**src/rtl/md_pad_emu.sv**
```systemverilog
// -----------------------------------------------------------------------------
// md_pad_emu
//   Device-side emulator of a Megadrive 3/6-button pad. It answers the
//   host's SELECT line by driving the six DB9 data pins from a MiSTer
//   joystick bitmap. This is the pad end of the MD protocol, so it can also
//   serve as a loopback source for a DB9 MD reader.
//
// Parameters
//   TIMEOUT_CYCLES  clk cycles with no SELECT edge before the 6-button phase
//                   counter falls back to 0 (fits the 17-bit timer)
//   SYNC_STAGES     synchroniser depth on sel_in (minimum 2)
//
// Ports
//   clk         in   core clock, all state on its rising edge
//   reset       in   asynchronous, active-high reset
//   sel_in      in   SELECT from the host, asynchronous to clk
//   joystick    in   [11:0] active-high buttons MSZYXCBAUDLR
//   six_btn_en  in   1 = 6-button protocol, 0 = plain 3-button pad
//   pad_out     out  [5:0] active-low DB9 data pins, registered
//   phase       out  [2:0] current rising-edge count, 0..4 (debug)
// -----------------------------------------------------------------------------
module md_pad_emu #(
    parameter int TIMEOUT_CYCLES = 75000,
    parameter int SYNC_STAGES    = 2
) (
    input  logic        clk,
    input  logic        reset,
    input  logic        sel_in,
    input  logic [11:0] joystick,
    input  logic        six_btn_en,
    output logic [5:0]  pad_out,
    output logic [2:0]  phase
);

    localparam logic [2:0] PH_0 = 3'd0;
    localparam logic [2:0] PH_1 = 3'd1;
    localparam logic [2:0] PH_2 = 3'd2;
    localparam logic [2:0] PH_3 = 3'd3;
    localparam logic [2:0] PH_4 = 3'd4;

    localparam logic [16:0] TIMEOUT_MAX = 17'(TIMEOUT_CYCLES);
    localparam logic [16:0] TIMEOUT_PRE = 17'(TIMEOUT_CYCLES - 1);

    // Named button views of the joystick bitmap.
    logic btn_m, btn_s, btn_z, btn_y, btn_x, btn_c;
    logic btn_b, btn_a, btn_u, btn_d, btn_l, btn_r;

    assign {btn_m, btn_s, btn_z, btn_y, btn_x, btn_c,
            btn_b, btn_a, btn_u, btn_d, btn_l, btn_r} = joystick;

    // -------------------------------------------------------------------------
    // SELECT synchroniser and edge detect
    // -------------------------------------------------------------------------
    logic [SYNC_STAGES-1:0] sync_q;
    logic                   sel_d_q;
    logic                   sel_s;
    logic                   rise;
    logic                   fall;

    // NOTE: sequential state is assigned with <= only, so every flop samples
    // pre-edge values and the async reset branch comes first in each block.
    always_ff @(posedge clk or posedge reset) begin
        if (reset) begin
            sync_q  <= '1;
            sel_d_q <= 1'b1;
        end else begin
            sync_q  <= {sync_q[SYNC_STAGES-2:0], sel_in};
            sel_d_q <= sel_s;
        end
    end

    assign sel_s = sync_q[SYNC_STAGES-1];
    assign rise  =  sel_s & ~sel_d_q;
    assign fall  = ~sel_s &  sel_d_q;

    // -------------------------------------------------------------------------
    // Phase counter and inactivity timer
    // -------------------------------------------------------------------------
    logic [2:0]  cnt_q,   cnt_d;
    logic [16:0] timer_q, timer_d;
    logic        timeout;

    // The timer arrives at TIMEOUT_CYCLES on this edge (or already sits
    // there), so the counter drops to 0 on the same edge. A coincident rise
    // still counts as the first rise of a new sequence.
    assign timeout = (timer_q >= TIMEOUT_PRE);

    // NOTE: every always_comb output gets a default first, so no path can
    // leave it unassigned and infer a latch.
    always_comb begin
        cnt_d   = cnt_q;
        timer_d = timer_q;
        if (!six_btn_en) begin
            cnt_d   = PH_0;
            timer_d = '0;
        end else begin
            if (rise || fall)
                timer_d = '0;
            else if (timer_q != TIMEOUT_MAX)
                timer_d = timer_q + 17'd1;

            if (rise)
                cnt_d = timeout ? PH_1 : ((cnt_q == PH_4) ? PH_4 : cnt_q + 3'd1);
            else if (timeout)
                cnt_d = PH_0;
        end
    end

    // -------------------------------------------------------------------------
    // Output mapping, from sel_s and the counter value being loaded this edge
    // -------------------------------------------------------------------------
    logic [5:0] pad_q, pad_d;

    always_comb begin
        pad_d = 6'h3F;
        if (sel_s) begin
            if (cnt_d == PH_3)
                pad_d = ~{btn_c, btn_b, btn_z, btn_y, btn_x, btn_m};
            else
                pad_d = ~{btn_c, btn_b, btn_u, btn_d, btn_l, btn_r};
        end else begin
            case (cnt_d)
                PH_2:    pad_d = {~btn_s, ~btn_a, 4'b0000};          // 6-button ID
                PH_3:    pad_d = {~btn_s, ~btn_a, 4'b1111};
                default: pad_d = {~btn_s, ~btn_a, ~btn_u, ~btn_d, 2'b00}; // MD ID
            endcase
        end
    end

    always_ff @(posedge clk or posedge reset) begin
        if (reset) begin
            cnt_q   <= PH_0;
            timer_q <= '0;
            pad_q   <= 6'h3F;
        end else begin
            cnt_q   <= cnt_d;
            timer_q <= timer_d;
            pad_q   <= pad_d;
        end
    end

    assign pad_out = pad_q;
    assign phase   = cnt_q;

endmodule

```
**config.mk**
```make
export PLATFORM = sky130hd
export DESIGN_NAME = md_pad_emu
export DESIGN_NICKNAME = d
export VERILOG_FILES = /design/src/rtl/md_pad_emu.sv
export SDC_FILE = /design/constraint.sdc
export NUM_CORES = 1
export LEC_CHECK = 0
export ABC_AREA = 1
export CAP_MARGIN = 20
export CORE_ASPECT_RATIO = 1.4
export CORE_MARGIN = 5
export CORE_UTILIZATION = 40
export DETAILED_ROUTE_END_ITERATION = 16
export HOLD_SLACK_MARGIN = 0.05
export PLACE_DENSITY = 0.71
export SYNTH_ARGS = -nofsm -noshare
export SYNTH_HDL_FRONTEND = slang
export SYNTH_SLANG_ARGS = --single-unit
```
**constraint.sdc**
```tcl
create_clock -name clk -period 1.5 [get_ports clk]
set_input_delay 0.225 -clock clk [delete_from_list [all_inputs] [get_ports clk]]
set_output_delay 0.225 -clock clk [all_outputs]
set_load 0.02 [all_outputs]
```
* Word level (Yosys, flattened, before mapping)
Index checks and enable logic that the tools add are counted.
Operators by class: $add $sub $neg 2, magnitude comparators 1, equal/unequal tests 5, muxes and demuxes 11, bitwise logic cells 10, reduce and logical (&&, ||, !) cells 1
Operators with widths (number):
- $mux W17 | 3
- $add A17 B1 Y17 const B | 1
- $ge A17 B17 Y1 const B | 1
- $ne A17 B17 Y1 const B | 1
- $mux W3 | 5
- $mux W6 | 2
- $not A6 Y6 | 2
- $pmux W4 S2 | 1
- $eq A3 B2 Y1 const B | 2
- $not A1 Y1 | 6
- $add A3 B1 Y3 const B | 1
- $eq A3 B3 Y1 const B | 1
- $ne A3 B1 Y1 const B | 1
- $and A1 B1 Y1 | 2
- $logic_or A1 B1 Y1 | 1
Word-level totals: register bits after elaboration 29, bits of input ports 16, output and inout port bits 9, word-level logic and storage cells 35

* Depth between registers and ports, before layout
Gate-level depths: netlist of run 1.
depth after elaboration 8, gate-level depth with buffers 13, depth with buffers taken out 13

* Least setup slack after synthesis of run 1
Ideal clock, no wire load.
kind register to register, start register cnt_q[0] (netlist: phase[0]), end register pad_q[2] (netlist: pad_out[2]), setup time 0.058 ns, arrival 1.585 ns, data required time 1.442 ns, path slack -0.143 ns, stages on the path, launching flop included 11, buffers on the path 0, clock period less this slack 1.643 ns, path through dfrtp_1 -> inv_1 -> ha_1 -> nor2_1 -> nor3_1 -> nand3_2 -> nor2_4 -> nand3_4 -> nand2_1 -> nand2_1 -> inv_1
Between the ends: longest elaborated chain between the ends 8, elaborated cells on any way between the ends 12, classes of those cells add/sub: 1; eq/ne: 3; mux: 8
RTL lines:
- from (decl) | line 79 | logic [2:0] cnt_q, cnt_d;
- from (signal assigned) | line 136 | cnt_q <= cnt_d;
- $add A3 B1 Y3 / $eq A3 B3 Y1 (equally long branches) | line 103 | cnt_d = timeout ? PH_1 : ((cnt_q == PH_4) ? PH_4 : cnt_q + 3'd1);
- $mux W3 (2 in a row) | line 103
- $mux W3 (*) | line 102 | if (rise)
- $mux W3 (*) | line 93 | if (!six_btn_en) begin
- $eq A3 B2 Y1 (on tied branches) | line 117, 122
- $pmux W4 S2 / $mux W6 (equally long branches) | line 122, 117
- $mux W6 (*) | line 116 | if (sel_s) begin
- named net pad_d[2] | line 112 | logic [5:0] pad_q, pad_d;
- to (signal assigned) | line 138 | pad_q <= pad_d;
- to (decl) | line 112
The timed path passes the listed nets; every way through them passes the cells marked *. A chain may end at the register's enable or synchronous reset.

* Final worst setup path of run 1
start register sync_q[1], end register pad_q[3] (netlist: pad_out[3])
Between the ends: longest elaborated chain between the ends 6, elaborated cells on any way between the ends 8, classes of those cells eq/ne: 2; mux: 5; bitwise: 1
RTL lines:
- from (decl) | line 54 | logic [SYNC_STAGES-1:0] sync_q;
- from (signal assigned) | line 67 | sync_q <= {sync_q[SYNC_STAGES-2:0], sel_in};
- $and A1 B1 Y1 | line 73 | assign rise = sel_s & ~sel_d_q;
- $mux W3 | line 102
- $mux W3 | line 93
- $eq A3 B2 Y1 (on tied branches) | line 117, 122
- $pmux W4 S2 / $mux W6 (equally long branches) | line 122, 117
- $mux W6 (*) | line 116
- named net pad_d[3] | line 112
Marked as above.

==> results of run 1 <==
[timing repair]
item | CTS | global route
pin swaps | 8 | 8
setup endpoints to repair | 20 | 19
resized for setup | 20 | 24
setup buffers | 4 | 5
[report_power, final]
| group | total (uW) | internal [uW] | switching [uW] | leakage, uW |
|---|---|---|---|---|
| clock | 716 | 414 | 302 | 0.0000542 |
| combinational | 260 | 120 | 139 | 0.000809 |
| sequential | 832 | 819 | 13.0 | 0.000369 |
[per-layer routing]
layer / vias to the layer above / routed length [um] / part of all wire, % / GRT usage (%)
met4: 0 / 130 / 3.3 / 9.43
met2: 21 / 2130 / 54 / 27.0
met3: 10 / 84 / 2.1 / 2.71
met5: - / 0 / 0 / 0
li1: 798 / - / - / -
met1: 749 / 1610 / 41 / 16.5
[state kept, by name, indices dropped and copies added (netlist names)]
register	flops
pad_out	6
timer_q	17
sel_d_q	1
phase	3
sync_q	2
[Yosys cell counts]
cell type	number	share of area, %
a211oi_1	2	0.88
a21oi_1	11	3.2
a21oi_4	1	0.96
a221oi_2	1	0.88
a31oi_1	1	0.37
and3_1	1	0.37
clkbuf_1	2	0.44
clkinv_2	1	0.29
dfrtp_1	20	29
dfstp_2	9	14
ha_1	5	3.7
inv_1	31	6.9
inv_2	4	0.88
mux2i_1	2	1.2
nand2_1	45	10
nand2_2	5	1.8
nand2_4	1	0.66
nand3_1	10	2.9
nand3_2	4	2.4
nand3_4	2	2.1
nand4_1	3	1.1
nor2_1	20	4.4
nor2_2	4	1.5
nor2_4	3	2.0
nor3_1	9	2.7
nor3_2	1	0.59
nor3_4	1	0.96
o21ai_0	4	1.2
o21ai_1	1	0.29
o31ai_1	1	0.44
xnor2_1	2	1.0
xor2_1	1	0.52
[area by class of cell]
cell class	instances	share of cell area [%]
inverters	36	5.51
multi-input cells	141	37.4
clock buffers	7	3.83
clock inverters	1	0.199
flip-flops and latches	29	29.4
repair buffers	65	21.5
well taps	45	2.24
[kinds of logic (layout without fill, tap and decap cells)]
family                     after synthesis  count (layout)
AOI/OAI and AO/OA                       22              22
buffers and inverters                   38             109
DFF                                     29              29
muxes                                    2               2
and+or+nand+nor                        109             109
xor gates and xnor gates                 3               3
adders and majority gates                5               5
[path summary, 6_finish.rpt]
kind	start	to	slack, ns	depth (start not counted)
worst max register to register	sync_q[1]$_DFF_PP1_	pad_out[3]$_DFF_PP1_	-0.10	9
worst max-delay path	sync_q[1]$_DFF_PP1_	pad_out[3]$_DFF_PP1_	-0.10	9
min in group clk	sync_q[0]$_DFF_PP1_	sync_q[1]$_DFF_PP1_	0.36	0
worst min register to register	sync_q[0]$_DFF_PP1_	sync_q[1]$_DFF_PP1_	0.36	0
worst min-delay path	reset	timer_q[4]$_DFFE_PP0P_	0.26	3
max in group asynchronous	reset	sel_d_q$_DFF_PP1_	0.98	3
[through the flow]
| step | cells | total power [uW] | util [%] | setup TNS [ns] | worst slack [ns] |
|---|---|---|---|---|---|
| after floorplan | 208 | 971 | - | -0.0575 | -0.0230 |
| after global placement | 307 | 1090 | 53.8 | -0.388 | -0.0821 |
| after detailed placement | 307 | 1090 | 53.8 | -0.668 | -0.131 |
| after CTS | 319 | 1820 | 57.9 | -0.568 | -0.121 |
| after global routing | 324 | 1890 | 60.4 | -2.16 | -0.212 |
| final | 324 | 1810 | 60.4 | -0.656 | -0.104 |
[worst max-delay path: stages (launching register included)]
cell and delay [ns]:
dfstp_2 0.56, ha_4 0.16, nand2_1 0.08, nor3_1 0.20, a21oi_2 0.09, nor2_4 0.18, nand3_4 0.12, nand2_2 0.07
nand2_1 0.04, inv_1 0.05
==> results.json, run 1 <==
{
  "area.growth.synth_to_final_pct": 48.5,
  "clock_path_buffers": 2,
  "seq_area_frac_synth_pct": 43.4,
  "finalCriticalPeriod_ns": 1.60,
  "power_density_nw_per_um2": 718,
  "clockRootBuffer": "clkbuf_8",
  "core_area_um2": 4170,
  "synth_cell_type_count": 32,
  "grt_pass1_vias": 1582,
  "clkTransAtPathRegs_ns": 0.06,
  "synth_top_family_by_area": "simple AND/OR/NAND/NOR gates",
  "grt_overflow": 0,
  "ios": 25,
  "die_width_um": 65.0,
  "grt_max_degree": 17,
  "totalWireLength_mm": 3.95,
  "fp.dieH_um": 87.1,
  "layout_setup_ws_ns": -0.104,
  "ir_worst_vdd_v": 0.000586,
  "fin_skew_ns": 0.00428,
  "failed_checks": "negative setup slack",
  "muxShareOfSynthArea_pct": 1.18,
  "first_iter_violations": 21,
  "routabilityCongestion": 0.851,
  "post_drt_wl_per_cell_um": 12.2,
  "regArea_um2": 739,
  "dp.final_hpwl_mm": 3.01,
  "period_share_pct": 107,
  "detail-route-antenna-nets": 0,
  "ys_warn_count": 0,
  "diodes": 0,
  "cts_hold_buf": 0,
  "start_util_pct": 40.7,
  "hold_violations": 0,
  "final_nets": 299,
  "syn_inst": 208,
  "synth.net_count": 229,
  "arrival_ns": 1.84,
  "relSlewSlack_pct": 80.9,
  "slew_violations": 0,
  "post_drt_via_cell_ratio": 4.87,
  "layout_common_cells": "41 x buf_4, 37 x nand2_1, 28 x inv_1",
  "synth-compound-area-share_pct": 8.26,
  "htreeDepth": 2,
  "clkLatencyLatePin_ns": 0.28,
  "grt_antenna_before_repair": 0,
  "row_count": 28,
  "synth_xor_area_share_pct": 1.55,
  "cts_tree": "built",
  "path_class": "register to register",
  "crit_path_end_kind": "register",
  "cap_violations": 0,
  "grt_pass1_wl_mm": 6.64,
  "fmax_ghz": 0.624,
  "synth_adder_area_share_pct": 3.69,
  "drc": 0,
  "syn_area_um2": 1700,
  "cts_buffers": 5,
  "synth_area_per_cell_um2": 8.16,
  "synth_simple_gate_area_share_pct": 33.4,
  "die_area_um2": 5660,
  "n_fill_cell": 357,
  "gr-usage-all-layers_pct": 15.2,
  "hold_ws_ns": 0.265,
  "port_buffers": 24,
  "cp-start-kind": "register",
  "ys_ff_latch": 29,
  "vias": 1578,
  "setup_viol": 12,
  "power.leakage_uw": 0.00123,
  "status": "complete, but fails checks",
  "placed_cell_area_um2": 2240,
  "fin_area_um2": 2520,
  "multi_input_area_um2": 942,
  "drive_gt1_share_pct": 41.6,
  "hold_path_class": "input pin to asynchronous set/reset pin",
  "mostFrequentLayoutCell": "buf_4",
  "rsz0062_at_grt": "yes",
  "crit_path_max_fanout": 5,
  "worst_pin_slew_ns": 0.284,
  "first_pass_iters": 4,
  "cts_sinks": 29,
  "required_ns": 1.73
}
Power figures use the tool's default switching activity.
==> inputs of run 2 (changes only) <==
--- a/config.mk
+++ b/config.mk
@@ -9,10 +9,11 @@
 export CAP_MARGIN = 20
 export CORE_ASPECT_RATIO = 1.4
 export CORE_MARGIN = 5
-export CORE_UTILIZATION = 40
+export CORE_UTILIZATION = 46
 export DETAILED_ROUTE_END_ITERATION = 16
 export HOLD_SLACK_MARGIN = 0.05
-export PLACE_DENSITY = 0.71
+export PLACE_DENSITY = 0.79
+export SLEW_MARGIN = 0
 export SYNTH_ARGS = -nofsm -noshare
 export SYNTH_HDL_FRONTEND = slang
 export SYNTH_SLANG_ARGS = --single-unit
==> run 2 against run 1 <==
  * Clock power shrank 12%
  * Global-route usage increased by 3.2 points
  * Critical path depth is 3 higher
  * Cell count is 2.8% lower
  * The flow still finishes with violations (negative setup slack)
  * Sequential cell count stayed put
  * Highest routed layer unchanged
  * Utilization increased by 8.5 points
  * Non-clock buffer count down 6
  * Fmax is 4.8% lower
  * Die area fell by 11%
  * Count of clock-buffer cells in the layout decreased by 2
  * Wire length grew 16%
  * Sequential power is essentially flat
==> results.json, run 2 (synthesis gave the netlist of run 1 again) <==
{
  "die_area_um2": 5020,
  "gr-usage-met1_pct": 20.2,
  "cp_slowest_cell": "dfrtp_1",
  "detail-route-antenna-nets": 0,
  "placed_cell_area_um2": 2230,
  "row_count": 26,
  "worst_r2r_path_depth": 12,
  "drive_gt1_share_pct": 39.6,
  "layout_common_cells": "42 x nand2_1, 31 x buf_4, 28 x inv_1",
  "drc": 0,
  "fin_area_um2": 2490,
  "cap_violations": 0,
  "vias": 1627,
  "path_buf_inv": 1,
  "reg2reg_to": "pad_out[3]$_DFF_PP1_",
  "layout_setup_ws_ns": -0.185,
  "routabilityCongestion": 0.854,
  "dp.final_hpwl_mm": 2.98,
  "cp-start-kind": "register",
  "crit_path_max_fanout": 5,
  "fmax_ghz": 0.593,
  "period_share_pct": 112,
  "finalCriticalPeriod_ns": 1.69,
  "rrSetupSlack_ns": -0.19,
  "path_depth": 12,
  "fp.dieH_um": 81.9,
  "grt_overflow": 0,
  "worst_pin_slew_ns": 0.377,
  "clockRootBuffer": "clkbuf_8",
  "arrival_ns": 1.92,
  "grt_max_degree": 30,
  "cp_top_family": "simple AND/OR/NAND/NOR gates",
  "grt_antenna_before_repair": 0,
  "status": "complete, but fails checks",
  "power_density_nw_per_um2": 695,
  "post_drt_via_cell_ratio": 5.17,
  "cts_hold_buf": 0,
  "power_uw": 1730,
  "hold_ws_ns": 0.274,
  "gr-usage-all-layers_pct": 18.4,
  "cp_common_cell": "nand2_1",
  "clock_path_buffers": 2,
  "power.leakage_uw": 0.00121,
  "ir_worst_vdd_v": 0.000607,
  "diodes": 0,
  "area.growth.synth_to_final_pct": 46.8,
  "top_usage_layer": "met2",
  "regMostFlops": "timer_q",
  "timing.rr.start": "timer_q[0]$_DFFE_PP0P_",
  "endpoint": "pad_out[3]$_DFF_PP1_",
  "largest_reg_flops": 17,
  "required_ns": 1.73,
  "failed_checks": "negative setup slack",
  "use_met3_pct": 4.09,
  "totalWireLength_mm": 4.60,
  "htreeDepth": 2,
  "path_class": "register to register",
  "hold_violations": 0,
  "die_width_um": 61.3,
  "first_pass_iters": 4,
  "core_area_um2": 3610,
  "grt_pass1_wl_mm": 6.91,
  "cpPeakStageDelay_ns": 0.40,
  "relSlewSlack_pct": 74.7,
  "use_met2_pct": 32.3,
  "cts_tree": "built",
  "cts_sinks": 29,
  "fin_skew_ns": 0.00433,
  "grt_pass1_vias": 1606,
  "n_fill_cell": 261,
  "rsz0062_at_grt": "yes",
  "setup_viol": 7,
  "port_buffers": 24,
  "first_iter_violations": 72,
  "start_util_pct": 47.0,
  "ios": 25,
  "clkTransAtPathRegs_ns": 0.07,
  "dpl_worst_slack_ns": -0.153,
  "hold_path_class": "input pin to asynchronous set/reset pin",
  "cp_cell_sequence": "ha_2 -> nand2_4 -> nor2_1 -> nand2_1 -> nor2_2 -> nor2_4 -> nand3_2 -> nor2_4 -> nand3_4 -> nand2_1 -> nand2_1 -> inv_1",
  "post_drt_wl_per_cell_um": 14.6,
  "final_nets": 293,
  "clkLatencyLatePin_ns": 0.29,
  "cts_buffers": 5,
  "slew_violations": 0,
  "mostFrequentLayoutCell": "nand2_1",
  "critPathLaunch": "timer_q[0]$_DFFE_PP0P_",
  "crit_path_end_kind": "register"
}
run 2: cell count changes in the layout (fill, tap and decap cells not counted), moves of 3 or more:
cell / previous run / this run
buf_6: 0 / 3
nand2_2: 12 / 7
nand2_1: 37 / 42
nor3_2: 0 / 4
nor3_1: 8 / 4
buf_4: 41 / 31
run 2: worst min-delay path by stage:
stage | from | endpoint | slack (ns) | cells after the start
6_report | reset | timer_q[2]$_DFFE_PP0P_ | 0.27 | 3
5_1_grt | reset | timer_q[6]$_DFFE_PP0P_ | 0.29 | 3
4_1_cts | reset | timer_q[2]$_DFFE_PP0P_ | 0.29 | 3
3_5_place_dp | sync_q[0]$_DFF_PP1_ | sync_q[1]$_DFF_PP1_ | 0.35 | 0
3_3_place_gp | sync_q[0]$_DFF_PP1_ | sync_q[1]$_DFF_PP1_ | 0.35 | 0
2_1_floorplan | sel_in | sync_q[0]$_DFF_PP1_ | 0.23 | 0
run 2: stage by stage:
| step | TNS [ns] | utilization, % | instances |
|---|---|---|---|
| floorplan | -0.0575 | - | 208 |
| global placement | -0.454 | 61.7 | 301 |
| detailed placement | -0.760 | 61.7 | 301 |
| CTS | -0.609 | 65.7 | 312 |
| global route | -2.06 | 69.0 | 315 |
| finish | -0.933 | 69.0 | 315 |
run 2: report_power, final:
group	leakage [uW]	total (uW)	switching [uW]	internal, uW
Clock	0.0000439	630	311	319
Combinational	0.000802	270	149	121
Sequential	0.000369	831	11.8	819
run 2: final cells by class:
| cell class | instances | area, um2 | share of cell area (%) |
|---|---|---|---|
| clock inverter | 3 | 17.5 | 0.704 |
| inverter | 36 | 139 | 5.58 |
| sequential | 29 | 739 | 29.7 |
| clock buffer | 5 | 68.8 | 2.76 |
| tap | 42 | 52.6 | 2.11 |
| timing repair buffer | 59 | 519 | 20.9 |
| multi-input combinational | 141 | 953 | 38.3 |
run 2: metal layers:
layer	vias up	part of all wire, %
met5	-	0
met4	0	2.6
met3	15	2.8
met2	27	56
met1	795	38
li1	790	-
run 2: timing repair:
action | CTS | global route
setup buffers | 3 | 3
pin swaps | 5 | 9
setup endpoints to repair | 17 | 20
gates resized for setup | 19 | 26
run 2: worst reg2reg max path: cells and delay by family (launching register included):
family,cells,cell delay [ns]
adder cells (fa/ha/maj),1,0.20
buffers and inverters,1,0.05
AND/OR/NAND/NOR,10,0.98
flip-flops,1,0.40
==> inputs of run 3 (changes only) <==
--- a/config.mk
+++ b/config.mk
@@ -11,6 +11,7 @@
 export CORE_MARGIN = 5
 export CORE_UTILIZATION = 46
 export DETAILED_ROUTE_END_ITERATION = 16
+export GPL_ROUTABILITY_DRIVEN = 1
 export HOLD_SLACK_MARGIN = 0.05
 export PLACE_DENSITY = 0.79
 export SLEW_MARGIN = 0
==> results of run 3 <==
The final DEF is identical to that of run 2; final timing and power are the same.
